## src/rtl/reaction_timer_ctrl.sv

```systemverilog
// Reaction-timer control core: random wait, stimulus LED, BCD millisecond measurement.
// Optional best-time register enabled by defining REACTION_BEST_TIME_EN.
module reaction_timer_ctrl #(
    parameter int unsigned CLKS_PER_MS  = 100000,
    parameter int unsigned MIN_DELAY_MS = 2000,
    parameter int unsigned RAND_BITS    = 12
) (
    input  logic        clk_i,
    input  logic        reset_i,
    input  logic        start_tick_i,
    input  logic        stop_tick_i,
    input  logic        clear_tick_i,
    output logic        led_o,
    output logic [15:0] bcd_o,
    output logic [2:0]  status_o
`ifdef REACTION_BEST_TIME_EN
    ,
    output logic [15:0] best_bcd_o
`endif
);

    localparam int unsigned PRESC_W = $clog2(CLKS_PER_MS);
    localparam int unsigned MAX_D   = MIN_DELAY_MS + (32'd1 << RAND_BITS) - 32'd1;
    localparam int unsigned WAIT_W  = $clog2(MAX_D + 1);

    localparam logic [15:0] LFSR_SEED   = 16'hACE1;
    localparam logic [15:0] BCD_TIMEOUT = 16'h1000;

    typedef enum logic [2:0] {
        S_IDLE    = 3'd0,
        S_WAIT    = 3'd1,
        S_RUN     = 3'd2,
        S_DONE    = 3'd3,
        S_CHEAT   = 3'd4,
        S_TIMEOUT = 3'd5
    } state_t;

    state_t              r_state;
    logic                r_led;
    logic [15:0]         r_bcd;
    logic [15:0]         r_lfsr;
    logic [PRESC_W-1:0]  r_presc;
    logic [WAIT_W-1:0]   r_wait;

    logic                w_lfsr_fb;
    logic                w_ms_tick;
    logic [15:0]         w_bcd_inc;
    logic                w_carry;

    // Taps 16,14,13,11 (1-based); XOR form cannot lock up from a non-zero seed
    assign w_lfsr_fb = r_lfsr[15] ^ r_lfsr[13] ^ r_lfsr[12] ^ r_lfsr[10];
    assign w_ms_tick = (r_presc == PRESC_W'(CLKS_PER_MS - 1));

    // Cascaded decimal increment of the four BCD digits
    always_comb begin
        w_bcd_inc = r_bcd;
        w_carry   = 1'b1;
        for (int i = 0; i < 4; i++) begin
            if (w_carry) begin
                if (r_bcd[i*4 +: 4] == 4'd9) begin
                    w_bcd_inc[i*4 +: 4] = 4'd0;
                end else begin
                    w_bcd_inc[i*4 +: 4] = r_bcd[i*4 +: 4] + 4'd1;
                    w_carry             = 1'b0;
                end
            end
        end
    end

    always_ff @(posedge clk_i) begin
        if (reset_i) begin
            r_state <= S_IDLE;
            r_led   <= 1'b0;
            r_bcd   <= 16'h0000;
            r_lfsr  <= LFSR_SEED;
            r_presc <= '0;
            r_wait  <= '0;
        end else begin
            r_lfsr  <= {r_lfsr[14:0], w_lfsr_fb};
            r_presc <= w_ms_tick ? '0 : r_presc + PRESC_W'(1);

            if (clear_tick_i) begin
                r_state <= S_IDLE;
                r_led   <= 1'b0;
                r_bcd   <= 16'h0000;
                r_presc <= '0;
            end else begin
                case (r_state)
                    S_IDLE: begin
                        if (start_tick_i) begin
                            r_state <= S_WAIT;
                            r_wait  <= WAIT_W'(MIN_DELAY_MS) + WAIT_W'(r_lfsr[RAND_BITS-1:0]);
                            r_bcd   <= 16'h0000;
                            r_presc <= '0;
                        end
                    end
                    S_WAIT: begin
                        if (stop_tick_i) begin
                            r_state <= S_CHEAT;
                        end else if (w_ms_tick) begin
                            r_wait <= r_wait - WAIT_W'(1);
                            if (r_wait <= WAIT_W'(1)) begin
                                r_state <= S_RUN;
                                r_led   <= 1'b1;
                                r_presc <= '0;
                            end
                        end
                    end
                    S_RUN: begin
                        // Stop wins over a coincident tick, freezing the pre-tick count
                        if (stop_tick_i) begin
                            r_state <= S_DONE;
                            r_led   <= 1'b0;
                        end else if (w_ms_tick) begin
                            r_bcd <= w_bcd_inc;
                            if (w_bcd_inc == BCD_TIMEOUT) begin
                                r_state <= S_TIMEOUT;
                                r_led   <= 1'b0;
                            end
                        end
                    end
                    S_DONE, S_CHEAT, S_TIMEOUT: begin
                    end
                    default: begin
                        r_state <= S_IDLE;
                        r_led   <= 1'b0;
                    end
                endcase
            end
        end
    end

`ifdef REACTION_BEST_TIME_EN
    logic [15:0] r_best;

    // BCD digits compare correctly as plain unsigned values
    always_ff @(posedge clk_i) begin
        if (reset_i) begin
            r_best <= 16'h9999;
        end else if (!clear_tick_i && stop_tick_i && r_state == S_RUN && r_bcd < r_best) begin
            r_best <= r_bcd;
        end
    end

    assign best_bcd_o = r_best;
`endif

    assign led_o    = r_led;
    assign bcd_o    = r_bcd;
    assign status_o = 3'(r_state);

endmodule

```

## config.mk

```make
export PLATFORM = sky130hd
export DESIGN_NAME = reaction_timer_ctrl
export DESIGN_NICKNAME = d
export VERILOG_FILES = /design/src/rtl/reaction_timer_ctrl.sv
export SDC_FILE = /design/constraint.sdc
export NUM_CORES = 1
export LEC_CHECK = 0
export CAP_MARGIN = 30
export CORE_ASPECT_RATIO = 0.9
export CORE_MARGIN = 2
export CORE_UTILIZATION = 55
export DETAILED_ROUTE_END_ITERATION = 12
export GPL_ROUTABILITY_DRIVEN = 1
export GPL_TIMING_DRIVEN = 0
export PLACE_DENSITY = 0.85
export SLEW_MARGIN = 20
export SYNTH_ARGS = -nofsm -noshare
export SYNTH_HDL_FRONTEND = slang
export SYNTH_SLANG_ARGS = --single-unit
```

## constraint.sdc

```tcl
create_clock -name clk_i -period 4.82 [get_ports clk_i]
set_input_delay 0.964 -clock clk_i [delete_from_list [all_inputs] [get_ports clk_i]]
set_output_delay 0.964 -clock clk_i [all_outputs]
set_load 0.01 [all_outputs]
```

==> impl_metrics.yaml <==
die:
  die_area_sq_um: 6930
  pin_count: 25
  chipHeight_microns: 79.2
  rows: 27
  core_area_sq_um: 6080
  initial_core_util_pct: 56.8
  die_x_microns: 87.6
cts:
  numCtsBuffers: 9
  clk_latency_ps: 350
  htree_levels: 3
  clockBufferDepth: 2
  post-cts-setup-buffers: 0
  cts_tree: "done"
  cts.hold.buffers_added: 0
  clk_pin_slew_worst_paths_ps: 70
  clock-sinks: 66
  cts_root_buffer: "clkbuf_8"
  cts_resized: 0
drt:
  routed_wl_mm: 7.72
  firstDrtPassIters: 5
  num_vias: 3185
  drc: 0
  dr.first_iter.drc_count: 237
  routed_via_density: 5.88
  wl_per_cell_microns: 14.2
  ant_nets: 0
critical_path:
  worstPathArrival_ps: 2810
  required_ps: 5070
  cp_slowest_stage_delay_ps: 510
  crit_chain: "clkdlybuf4s50_1, inv_1, a31oi_1, nor4_1, buf_2, nand2_1, a31o_1"
  r2r_end: "status_o[1]"
  cp_slowest_cell: "clkdlybuf4s50_1"
  critPathBufInv: 3
  reg2reg_setup_slack_ps: 2280
  rr_worst_depth: 8
  cp-end-kind: "flop"
  crit_path_max_fanout: 10
  reg2reg_from: "bcd_o[0]"
  criticalPathCategory: "in -> reg"
  crit_family: "buffers and inverters"
  critPathLaunchType: "input port"
  startpoint: "stop_tick_i"
timing:
  fin_skew_ps: 10.8
  period_needed_ps: 2560
  fmax_mhz: 390
  setup_viol: 0
  worstMarginPinSlew_ps: 808
  setup_tns_ps: 0
  slew_violations: 0
  maxSlewHeadroom_pct: 45.6
  fin_crit_sh_pct: 53.1
  hold_viol: 0
  rsz0062_at_grt: "false"
worst_hold_path:
  hold_end: "r_lfsr[15]"
  hold_start: "r_lfsr[14]"
  min_path_type: "reg -> reg"
  holdPathStages: 1
place:
  placed_cell_area_sq_um: 3790
  portBuffers: 24
  place.gp.congestion: 0.869
  place_hpwl_mm: 5.41
power:
  p_per_area_nw_per_um2: 293
  leakage_nw: 1.39
  irDropWorstVdd_uv: 248
synthesis:
  ys_warn_count: 0
  synth_edf_count: 0
  synth_cell_types: 59
  yosysSeqAreaShare_pct: 38.2
  synth-main-ff-cell: "dfxtp_1"
  netlist_instances: 430
  synth-async-reset-ratio_pct: 0
  syn-cell-area_sq_um: 3460
  syn_nets: 441
  ys_ff_latch: 66
  syn-mean-instance-area_sq_um: 8.04
grt:
  grt_pass1_vias: 2838
  grt_overflow: 0
  track_usage_pct: 24.1
  grt_pass1_wl_mm: 13.2
  antenna_found_initial: 0
  grt_max_degree: 12
cells_and_area:
  antenna_cells: 0
  nNetsFinal: 476
  most-common-layout-cells: "dfxtp_1, nor2_1, a21oi_1"
  drive_gt1_share_pct: 8.09
  mostFrequentLayoutCell: "dfxtp_1"
  synthToLayoutAreaGrowth_pct: 15.5
  design_area_sq_um: 3990
run_status:
  status: "completed"
flow_run:
  drv_cap: 0
[where the power goes]
group | internal, W | switching [W]
sequential | 0.000562 | 0.0000161
combinational | 0.0000419 | 0.0000620
clock | 0.000266 | 0.000219
[kinds of logic after synthesis]
kind of cell               Yosys count  synth area share [%]
buffers and inverters               39                  4.74
DFF                                 66                  38.2
xor gates and xnor gates            26                  6.59
and+or+nand+nor                    188                  30.2
AOI/OAI and AO/OA                  104                  17.8
adders and majority gates            6                  2.17
muxes                                1                 0.290
[metrics by stage]
| step | utilization [%] | setup slack, ps | total power, W | hold WS [ps] | instances |
|---|---|---|---|---|---|
| detailed placement | 62.3 | 1910 | 0.000691 | 393 | 526 |
| global placement | 62.3 | 1940 | 0.000688 | 393 | 526 |
| CTS | 65.6 | 2290 | 0.00117 | 409 | 542 |
| finish | 65.6 | 2260 | 0.00117 | 407 | 542 |
| global route | 65.6 | 2000 | 0.00121 | 420 | 542 |
| floorplan | - | 2670 | 0.000661 | 389 | 430 |
[final cells by class]
cell class              instances  area, sq um
clock inverters                 4         50.0
clock buffers                  12          155
fillers                       495         2090
flip-flops and latches         66         1320
repair buffers                 24          240
inverters                      10         37.5
well taps                      72         90.1
multi-input cells             325         1970
plain buffers                  29          126
[synthesized netlist by cell type (2+ instances only)]
master	instances	area share [%]
dfxtp_1	66	38
nor2_1	46	5.0
a21oi_1	40	5.8
nand2_1	34	3.7
o21ai_0	31	4.5
clkbuf_1	22	2.4
xor2_1	16	4.1
nor3_1	15	2.2
nor2b_1	11	2.0
inv_1	10	1.1
or2_2	10	1.8
xnor2_1	10	2.5
nand3_1	9	1.3
nor4_1	8	1.4
ha_1	6	2.2
nor3b_1	6	1.3
or3_1	6	1.1
or4_1	6	1.3
a211oi_1	5	1.1
buf_2	5	0.72
nand3b_1	5	1.1
nand4_1	5	0.91
nor4b_1	5	1.3
a31oi_1	4	0.72
and3_1	4	0.72
and4_1	3	0.76
o22ai_1	3	0.54
o31a_1	3	0.76
a21o_1	2	0.43
a221oi_1	2	0.51
and4b_1	2	0.58
nand2b_1	2	0.36
nor4bb_1	2	0.58
[registers in the layout, summed over array words and instances, names as in the netlist]
register  cells
bcd_o        16
r_wait       13
status_o      3
r_lfsr       16
r_presc      17
led_o         1
[routing by layer]
metal	GRT usage [%]	routed length, microns	up-vias
met1	34.2	3730	1476
li1	-	-	1602
met5	0	0	-
met2	35.5	3460	97
met3	6.34	446	10
met4	8.00	80	0
[worst max-delay path by stage]
stage             endpoint  slack (ps)  cells after the start
2_1_floorplan  status_o[1]        2670                      8
6_report        r_wait[10]        2260                      7
4_1_cts         r_wait[10]        2290                      7
3_3_place_gp    r_wait[10]        1940                      7
5_1_grt         r_wait[10]        2000                      7
3_5_place_dp    r_wait[10]        1910                      7
No activity file was read; power rests on OpenSTA's default activity.
